==> config.mk <==
export PLATFORM = sky130hd
export DESIGN_NAME = up_down_seek_ctrl
export DESIGN_NICKNAME = d
export VERILOG_FILES = /design/src/rtl/up_down_pkg.sv /design/src/rtl/up_down_seek_ctrl.sv
export SDC_FILE = /design/constraint.sdc
export NUM_CORES = 1
export LEC_CHECK = 0
export ABC_AREA = 1
export BUFFER_PORTS_ARGS = -buffer_cell sky130_fd_sc_hd__buf_2
export CAP_MARGIN = 20
export CELL_PAD_IN_SITES_DETAIL_PLACEMENT = 1
export CELL_PAD_IN_SITES_GLOBAL_PLACEMENT = 2
export CORE_ASPECT_RATIO = 1.5
export CORE_MARGIN = 1
export CORE_UTILIZATION = 28
export CTS_BUF_LIST = sky130_fd_sc_hd__clkbuf_2
export DETAILED_ROUTE_END_ITERATION = 8
export PLACE_DENSITY_LB_ADDON = 0.1
export SKIP_LAST_GASP = 1
export SLEW_MARGIN = 25
export SYNTH_ARGS = -nofsm -noshare
export SYNTH_HDL_FRONTEND = slang
export SYNTH_SLANG_ARGS = --single-unit
==> constraint.sdc <==
create_clock -name clk -period 1.75 [get_ports clk]
set_input_delay 0.175 -clock clk [delete_from_list [all_inputs] [get_ports clk]]
set_output_delay 0.175 -clock clk [all_outputs]
set_load 0.01 [all_outputs]
==> src/rtl/up_down_pkg.sv <==
// Shared types and the shortest-path direction decision for the up/down seek controller.
package up_down_pkg;

  typedef enum logic [1:0] {IDLE, EVAL, STEP, DONE} seek_state_t;

  // Values match the {up, down} command pair; CLR is the counter's reset code.
  typedef enum logic [1:0] {
    HOLD = 2'b00,
    DN   = 2'b01,
    UP   = 2'b10,
    CLR  = 2'b11
  } dir_t;

  // diff is (target - count) mod 2**width. A tie at exactly half the range resolves to UP.
  function automatic dir_t seek_dir(input logic [31:0] diff, input int unsigned width);
    logic [31:0] half;
    half = 32'd1 << (width - 1);
    if (diff == 32'd0) return HOLD;
    else if (diff <= half) return UP;
    else return DN;
  endfunction

endpackage

==> src/rtl/up_down_seek_ctrl.sv <==
// Steps an up/down counter one position per EVAL/STEP pair until its count matches a
// handshaken target, with timeout (sticky error) and abort.
module up_down_seek_ctrl
  import up_down_pkg::*;
#(
  parameter int WIDTH   = 4,
  parameter int TIMEOUT = 16   // must be >= 2**(WIDTH-1) so any reachable target fits
) (
  input  logic             clk,
  input  logic             reset,
  input  logic [WIDTH-1:0] target,
  input  logic             target_valid,
  output logic             target_ready,
  input  logic             abort,
  input  logic [WIDTH-1:0] count,
  output logic             up,
  output logic             down,
  output logic             busy,
  output logic             done,
  output logic             error,
  output seek_state_t      state_dbg
);

  localparam int SW = $clog2(TIMEOUT + 1);

  // Handshake: a target is taken on any edge where target_valid && target_ready.
  // target_ready is high exactly while the FSM sits in IDLE; the host holds
  // target_valid (and target) until that edge.

  seek_state_t      state;
  logic [WIDTH-1:0] tgt;
  logic [WIDTH-1:0] diff;
  logic [SW-1:0]    steps;
  dir_t             dir;

  assign diff         = tgt - count;
  assign dir          = seek_dir(32'(diff), WIDTH);
  assign target_ready = (state == IDLE);
  assign state_dbg    = state;

  always_ff @(posedge clk) begin
    if (reset) begin
      state <= IDLE;
      tgt   <= '0;
      steps <= '0;
      up    <= 1'b0;
      down  <= 1'b0;
      busy  <= 1'b0;
      done  <= 1'b0;
      error <= 1'b0;
    end else begin
      case (state)
        IDLE: begin
          if (target_valid) begin
            tgt   <= target;
            error <= 1'b0;
            steps <= '0;
            busy  <= 1'b1;
            state <= EVAL;
          end
        end
        EVAL: begin
          if (abort) begin
            busy  <= 1'b0;
            state <= IDLE;
          end else if (dir == HOLD) begin
            busy  <= 1'b0;
            done  <= 1'b1;
            state <= DONE;
          end else if (steps == SW'(TIMEOUT)) begin
            busy  <= 1'b0;
            error <= 1'b1;
            state <= IDLE;
          end else begin
            up    <= (dir == UP);
            down  <= (dir == DN);
            state <= STEP;
          end
        end
        STEP: begin
          // The counter applies this cycle's command at the closing edge.
          up   <= 1'b0;
          down <= 1'b0;
          if (abort) begin
            busy  <= 1'b0;
            state <= IDLE;
          end else begin
            steps <= steps + 1'b1;
            state <= EVAL;
          end
        end
        DONE: begin
          done  <= 1'b0;
          state <= IDLE;
        end
        default: state <= IDLE;
      endcase
    end
  end

  a_no_clr_code: assert property (@(posedge clk) !(up && down));

endmodule

== Word-level counts from Yosys, hierarchy flattened ==
Index checks and enable logic that the tools add are counted.
Word-level totals
  flip-flop bits (word level): 16
  bits in latches: 0
  RAM bits: 0
  memory bits (read-only): 0
  bits of input ports: 12
  output and inout port bits: 8
  logic and storage cells: 73
  memories: 0
Cells by class
  add/sub/neg operators: 2
  $mul: 0
  div/mod/pow operators: 0
  order comparisons: 1
  eq/ne operators: 15
  shift-type cells: 0
  mux-type cells: 33
  bitwise gates (word level): 0
  reduce and logical (&&, ||, !) cells: 14
Operators by type and width (count)
  1-bit two-way mux: 18
  2-bit != test, second input constant: 8
  2-bit two-way mux: 6
  5-bit two-way mux: 2
  5-bit case mux with 2 select lines: 1
  1-bit case mux with 2 select lines: 4
  2-bit case mux with 4 select lines: 1
  4-bit AND reduction: 2
  2-bit nonzero test: 4
  2-bit equality test, second input constant: 3
  3-bit AND reduction: 2
  5-bit by 1-bit adder with 5-bit output, second input constant: 1
  5-bit equality test, second input constant: 1
  5-bit AND reduction: 1
  2-bit by 1-bit equality test with 1-bit output, second input constant: 2
  4-bit less-or-equal comparator, second input constant: 1
  2-bit logical NOT: 2
  4-bit logical NOT: 1
  4-bit != test, second input constant: 1
  4-bit subtractor: 1
  1-bit case mux with 3 select lines: 1
  3-bit nonzero test: 1
  2-bit AND reduction: 1

== Depth between registers and ports, before layout ==
Gate-level depths: netlist of the first run.
  depth after elaboration: 9
  gate-level depth with buffers: 13
  depth with buffers taken out: 13

== Worst setup path before layout of the first run ==
OpenSTA, ideal clock, no wires.
  kind: reg2reg
  start: register tgt[0]
  end: register busy
  arrival: 1.534 ns
  required time: 1.635 ns
  path slack: 0.101 ns
  stages on the path, launching flop included: 13
  buffers on the path: 0
  period minus slack after synthesis: 1.649 ns
  cell sequence: dfxtp_1 > inv_1 > ha_1 > inv_2 > fa_1 > inv_1 > nand2_2 > nor2_4 > nand3_4 > nand2_4 > nand3_2 > nand2_1 > nor2_1
Between the ends
  longest elaborated chain between the ends: 8
  elaborated cells on any way between the ends: 11
  classes of those cells: add/sub: 1; order compare: 1; eq/ne: 1; mux: 5; reduce/logical: 3
Ends and longest elaborated chain
  start, declared: line up_down_seek_ctrl.sv:31  | logic [WIDTH-1:0] tgt;
  start signal, assigned: line up_down_seek_ctrl.sv:55  | tgt <= target;
  4-bit subtractor *: line up_down_seek_ctrl.sv:36  | assign diff = tgt - count;
  4-bit less-or-equal comparator: line up_down_pkg.sv:19  | else if (diff <= half) return UP;
  2-bit two-way mux: line up_down_pkg.sv:19
  2-bit two-way mux *: line up_down_pkg.sv:18  | if (diff == 32'd0) return HOLD;
  2-bit logical NOT *: line up_down_seek_ctrl.sv:66  | end else if (dir == HOLD) begin
  1-bit two-way mux: line up_down_seek_ctrl.sv:66
  1-bit two-way mux: line up_down_seek_ctrl.sv:63  | if (abort) begin
  1-bit case mux with 3 select lines: line up_down_seek_ctrl.sv:52  | case (state)
  end signal, assigned: line up_down_seek_ctrl.sv:64  | busy <= 1'b0;
  end signal, assigned: line up_down_seek_ctrl.sv:67  | busy <= 1'b0;
  end signal, assigned: line up_down_seek_ctrl.sv:71  | busy <= 1'b0;
  end, declared: line up_down_seek_ctrl.sv:18  | output logic busy,
Mark *: on every way between the ends. The rest lies on a longest branch, timed or not.
A chain may end at the register's enable or synchronous reset.

== Final worst setup path of the first run ==
Same ends and word-level chain as after synthesis.

==> results of run 1 <==
## routing by layer
layer	track usage [%]	up-vias
met5	0	-
met3	2.778	4
li1	-	515
met4	6.486	0
met1	15.87	473
met2	30.38	10
## layout by cell type, fill, tap and decap left out, drive strengths merged
cell type	instances
nand2	29
nor2	15
ha	9
nand3	12
nor3	2
dfxtp	16
a211oi	2
nand4	3
clkbuf	3
inv	27
o21ai	10
buf	24
a31oi	1
nand3b	1
clkinv	2
fa	1
a21boi	1
a21oi	12
or2	1
## per-stage QoR
stage / hold slack [ps] / worst slack (ps) / total power [W]
6_report: 98.47 / -12.89 / 0.0009631
5_1_grt: 115.8 / -151.3 / 0.001036
3_3_place_gp: 423.5 / 14.43 / 0.0007652
3_5_place_dp: 435.9 / -29.04 / 0.0007769
4_1_cts: 101.9 / -46.16 / 0.0009651
2_1_floorplan: 244.1 / 101.3 / 0.0006694
## state kept, by name, summed over array words and instances (netlist names)
name,cells
steps,5
tgt,4
up,1
error,1
done,1
down,1
busy,1
state_dbg,2
## cell type report
class                           instances  area share, %
Multi-Input combinational cell         99          50.83
Sequential cell                        16          25.12
Timing Repair Buffer                   24          10.32
Inverter                               28          8.179
Tap cell                               42          4.090
Clock buffer                            3          1.168
Clock inverter                          1         0.2921
## critical path, cell delays in order, from the launching register on
cell     delay, ps
dfxtp_2        350
inv_2           60
ha_4           120
inv_2           40
fa_1           460
inv_2           80
nand2_2         60
nor2_4         140
nand3_4        120
nand2_4        100
nand3_2         60
nand2_1         60
nor2_1          40
## logic make-up (layout without fill, tap and decap cells)
logic type	Yosys count	count (layout)	synth area share, %
AND/OR/NAND/NOR	63	63	33.14
AO/OA/AOI/OAI	26	26	13.90
adder cells (fa/ha/maj)	10	10	12.59
buffers and inverters	28	56	9.976
flip-flops	16	16	30.40
## worst max-delay path by stage
stage / depth (start not counted) / from / endpoint / slack, ps
6_report: 12 / tgt[0] / busy / -10
5_1_grt: 11 / tgt[0] / up / -150
4_1_cts: 11 / tgt[0] / down / -50
3_5_place_dp: 12 / tgt[0] / busy / -30
3_3_place_gp: 11 / tgt[0] / down / 10
2_1_floorplan: 12 / tgt[0] / busy / 100
## what timing repair did
item,CTS,global route
gates resized for setup,2,8
gates cloned,0,0
hold buffers,0,0
pin swaps,3,2
endpoints found under the setup margin,3,9
hold endpoints to repair,0,0
buffers inserted,2,1
## Yosys cell counts, drive strengths merged
library cell	instances
a21oi	12
nand2	29
inv	27
nand3b	1
nand4	3
clkinv	1
fa	1
a211oi	2
nor3	2
nor2	15
dfxtp	16
a31oi	1
o21ai	10
or2	1
ha	9
nand3	12
a21boi	1
## report_power, final
| part | internal (W) | total (W) | switching (W) |
|---|---|---|---|
| clock network | 0.0000497 | 0.000178 | 0.000128 |
| logic | 0.000144 | 0.000368 | 0.000224 |
| registers | 0.000396 | 0.000417 | 0.0000215 |
==> metrics, run 1 <==
DRC Markers 0; Multi-input gate area about 650 um^2; initial antenna violation count 0; hold path depth 2; Slew Viols, Final 0; die width approximately 52 um; PwrDens 749.5 nW/um^2; final setup TNS -22.69 ps; Critical Path AT 1970 ps; DRT Pass-1 Iters 4; initial drt markers 8; type of origin of the critical path register; Max-Cap Viols 0; global route overflow 0; FF-to-FF End busy; YS warnings 0; routed wire length per instance 13.22 um; crit path max fanout 4; Syn Nets 165; Clk Latency, worst-skew pair ~310 ps; crit share post-route 100.7%; RSZ-0062 raised after global routing yes; FP Rows 26; final net count 194; H-tree depth 1; met2 WL between 1.5 and 2 mm; top-area cell type share of the netlist area 30.40%; CTS max path bufs 2; syn_area_per_cell 7.367 um^2; Fmax around 570 MHz; kind of critical path register to register; effective utilization at floorplan about 30%; All-Layer GR Usage 15.95%; CP required between 1500 and 2000 ps; Leak 0.6071 nW; reg2reg path depth 12; Num CTS Buffers 3; worst rel slew slack 80.68%; Met3 Routed Length 70 um; top routing layer used met4; run status complete, but fails checks; hold wc startpoint reset; CTS tree built; ratio of cells with drive above 1 in the final layout 32.16%; Post-Route M1 WL 1.064 mm; placed cell areas roughly 1200 um^2; RePlAce Congestion ~0.75; skew final about 23 ps; vias in the first global route between 1000 and 1500; minimum clock period 1763 ps; drt via density 4.704; Syn-to-layout area delta 21.97%; Worst VDD drop between 0.0004 and 0.0005 V; Clk Tree Root Cell clkbuf_2; clk sink count 16; Fillers 449; Syn Inst Count 143; top cell type by total area after synthesis dfxtp_1; Min-Delay Path Class input port to register; antenna viol nets, final 0; first-pass GRT wire length around 4.8 mm; Seq/Total Area, Yosys 30.40%; RR Startpoint tgt[0]; flop2flop setup slack -10 ps; synthesized cell area 1054 um^2; Core ar. roughly 3500 um^2; Synth Register Bits 16; # IOs 20; Final Setup Violations 2; post-layout util 36.57%; fin area approximately 1300 um^2; DP HPWL 2.358 mm; largest net degree at the start of global routing 10; Hold Path Sink state_dbg[1]; Worst Tran Pin Value roughly 290 ps; clock-pin slew on the worst setup and hold paths 180 ps; via count 1002; top post-synthesis cells by area dfxtp_1, ha_1, inv_1, nand2_1, a21oi_1; die area 4017 um^2; Die H 77.13 um; Non-Filler Instances 213; violated checks negative setup slack; DRT Wirelength 2.815 mm; FF/Latch Area 322.8 um^2; Synth cell types 28; PortBufs 19; placed cells 206; Final Hold Viols 0; Setup crit end kind register; n_diodes 0; setup slack after layout -12.89 ps
(Power assumes the default switching activity.)
==> run 2: changes to the inputs <==
CELL_PAD_IN_SITES_DETAIL_PLACEMENT = not set   (was 1)
CELL_PAD_IN_SITES_GLOBAL_PLACEMENT = not set   (was 2)
CORE_UTILIZATION = 51   (was 28)
PLACE_DENSITY = 0.77   (was not set)
PLACE_DENSITY_LB_ADDON = not set   (was 0.1)
SETUP_SLACK_MARGIN = 0.1   (was not set)
==> run 2 against run 1 <==
Net effect: register-to-register slack worse by 40 ps; global-route usage up 7.4 points; routed wire length down 20%; combinational power down 4%; highest routed layer unchanged; hold slack better by 27 ps; clock power down 8%; die area down 44%; the run still ends with negative setup slack left; critical path type unchanged; critical endpoint is now down; sequential cell count unchanged.
==> metrics, run 2 (same netlist as run 1, synthesis figures left out) <==
run status complete, but fails checks (unchanged); violated checks negative setup slack (unchanged); initial antenna violation count 0 (unchanged); clk sink count 16 (unchanged); Num CTS Buffers 3 (unchanged); worst rel slew slack 83.92% (was 80.68%); global route overflow 0 (unchanged); commonest cells after routing, fill and taps aside nand2_1, inv_1, buf_2, dfxtp_1, nor2_1 (unchanged); minimum clock period 1805 ps (was 1763 ps); Biggest register steps (unchanged); RR Startpoint tgt[0] (unchanged); Non-Filler Instances 189 (was 213); die width 39.11 um (was 52.09 um); Worst VDD drop 0.0004848 V (was 0.0004006 V); crit path max fanout 4 (unchanged); # IOs 20 (unchanged); Clk Tree Root Cell clkbuf_2 (unchanged); antenna viol nets, final 0 (unchanged); FP Rows 19 (was 26); Hold Path Sink up (was state_dbg[1]); Slew Viols, Final 0 (unchanged); die area 2255 um^2 (was 4017 um^2); All-Layer GR Usage 23.30% (was 15.95%); PwrDens 748.9 nW/um^2 (was 749.5 nW/um^2); Final Hold Viols 0 (unchanged); DRC Markers 0 (unchanged); effective utilization at floorplan 56.10% (was 29.99%); placed cells 184 (was 206); hold path depth 2 (unchanged); n_diodes 0 (unchanged); crit share post-route 103.2% (was 100.7%); FF-to-FF End down (was busy); initial drt markers 29 (was 8); vias in the first global route 934 (was 1112); Core ar. 1878 um^2 (was 3513 um^2); Final Setup Violations 3 (was 2); drt via density 5.228 (was 4.704); type of origin of the critical path register (unchanged); reg2reg path depth 11 (was 12); Die H 57.67 um (was 77.13 um); largest net degree at the start of global routing 9 (was 10); commonest non-fill, non-tap cell in the layout nand2_1 (unchanged); skew final 5.243 ps (was 22.91 ps); Setup crit end kind register (unchanged); DP HPWL 1.833 mm (was 2.358 mm); Fmax 554.0 MHz (was 567.3 MHz); DRT Pass-1 Iters 4 (unchanged); Min-Delay Path Class input port to register (unchanged); Critical Path AT 2060 ps (was 1970 ps); Max-Cap Viols 0 (unchanged); PortBufs 19 (unchanged); first-pass GRT wire length 3.732 mm (was 4.781 mm); flop2flop setup slack -60 ps (was -10 ps); setup slack after layout -55.18 ps (was -12.89 ps); hold slack final 125.2 ps (was 98.47 ps); Worst Tran Pin Value 241.1 ps (was 289.8 ps); hold wc startpoint reset (unchanged); RSZ-0062 raised after global routing yes (unchanged); final net count 192 (was 194); Tot Pwr 0.0009370 W (was 0.0009631 W); RePlAce Congestion 0.8798 (was 0.7498); routed wire length per instance 11.99 um (was 13.22 um); CP required 2000 ps (was 1960 ps); via count 988 (was 1002); CTS max path bufs 2 (unchanged); Leak 0.5948 nW (was 0.6071 nW); clock-pin slew on the worst setup and hold paths 150 ps (was 180 ps); Clk Latency, worst-skew pair 300 ps (was 310 ps); kind of critical path register to register (unchanged); FF/Latch Area 326.6 um^2 (was 322.8 um^2); DRT Wirelength 2.266 mm (was 2.815 mm); CTS tree built (unchanged); H-tree depth 1 (unchanged); max FFs per register 5 (unchanged); ratio of cells with drive above 1 in the final layout 33.93% (was 32.16%); Syn-to-layout area delta 18.76% (was 21.97%); Fillers 172 (was 449); Multi-input gate area 660.6 um^2 (was 653.1 um^2)
## run 2: layout make-up
cell class              count  area share, %
multi-input cells          99          52.80
flip-flops and latches     16          26.10
repair buffers             22          9.400
inverters                  28          8.400
well taps                  21          2.100
clock buffers               3          1.200
## run 2: worst max-delay path, stage by stage, from the launching register on
cell and delay (ps):
dfxtp_2 340, inv_2 60, ha_4 120, inv_2 40
fa_2 460, inv_2 80, nand2_2 70, nor2_4 160
nand3_4 110, nand2_4 110, nand3_2 70, a21oi_2 140
## run 2: where the power goes
group	internal, W	switching (W)	total [W]
clock network	0.0000467	0.000118	0.000164
registers	0.000397	0.0000231	0.000420
logic	0.000136	0.000217	0.000353
## run 2: how the worst max path moves through the flow
stage                     startpoint    to  slack [ps]  cells past startpoint
after detailed placement      tgt[0]    up          -8                     11
after floorplan               tgt[0]  busy         100                     12
after global placement        tgt[0]  busy          30                     12
after global routing          tgt[0]  down        -130                     11
after CTS                     tgt[0]  down         -10                     11
final                         tgt[0]  down         -60                     11
## run 2: what timing repair did
| action | in CTS | in global routing |
|---|---|---|
| hold endpoints to repair | 0 | 0 |
| resized for setup | 5 | 10 |
| pin swaps | 3 | 5 |
| setup endpoints to repair | 7 | 9 |
| buffers inserted | 2 | 0 |
| hold buffers | 0 | 0 |
## run 2: metal layers
layer	wire, um	track usage, %
met1	897	25.62
met3	42	3.448
met5	0	0
met4	42	10.34
met2	1282	41.67
## run 2: stage by stage
step	setup TNS [ps]	util, %	setup WS, ps	instance area, um^2
after floorplan	0	-	101.3	1054
after global routing	-490.7	66.62	-130.7	1251
final	-101.4	66.62	-55.18	1251
after CTS	-11.13	65.02	-11.13	1221
after global placement	0	62.96	34.58	1182
after detailed placement	-12.23	62.96	-7.771	1182
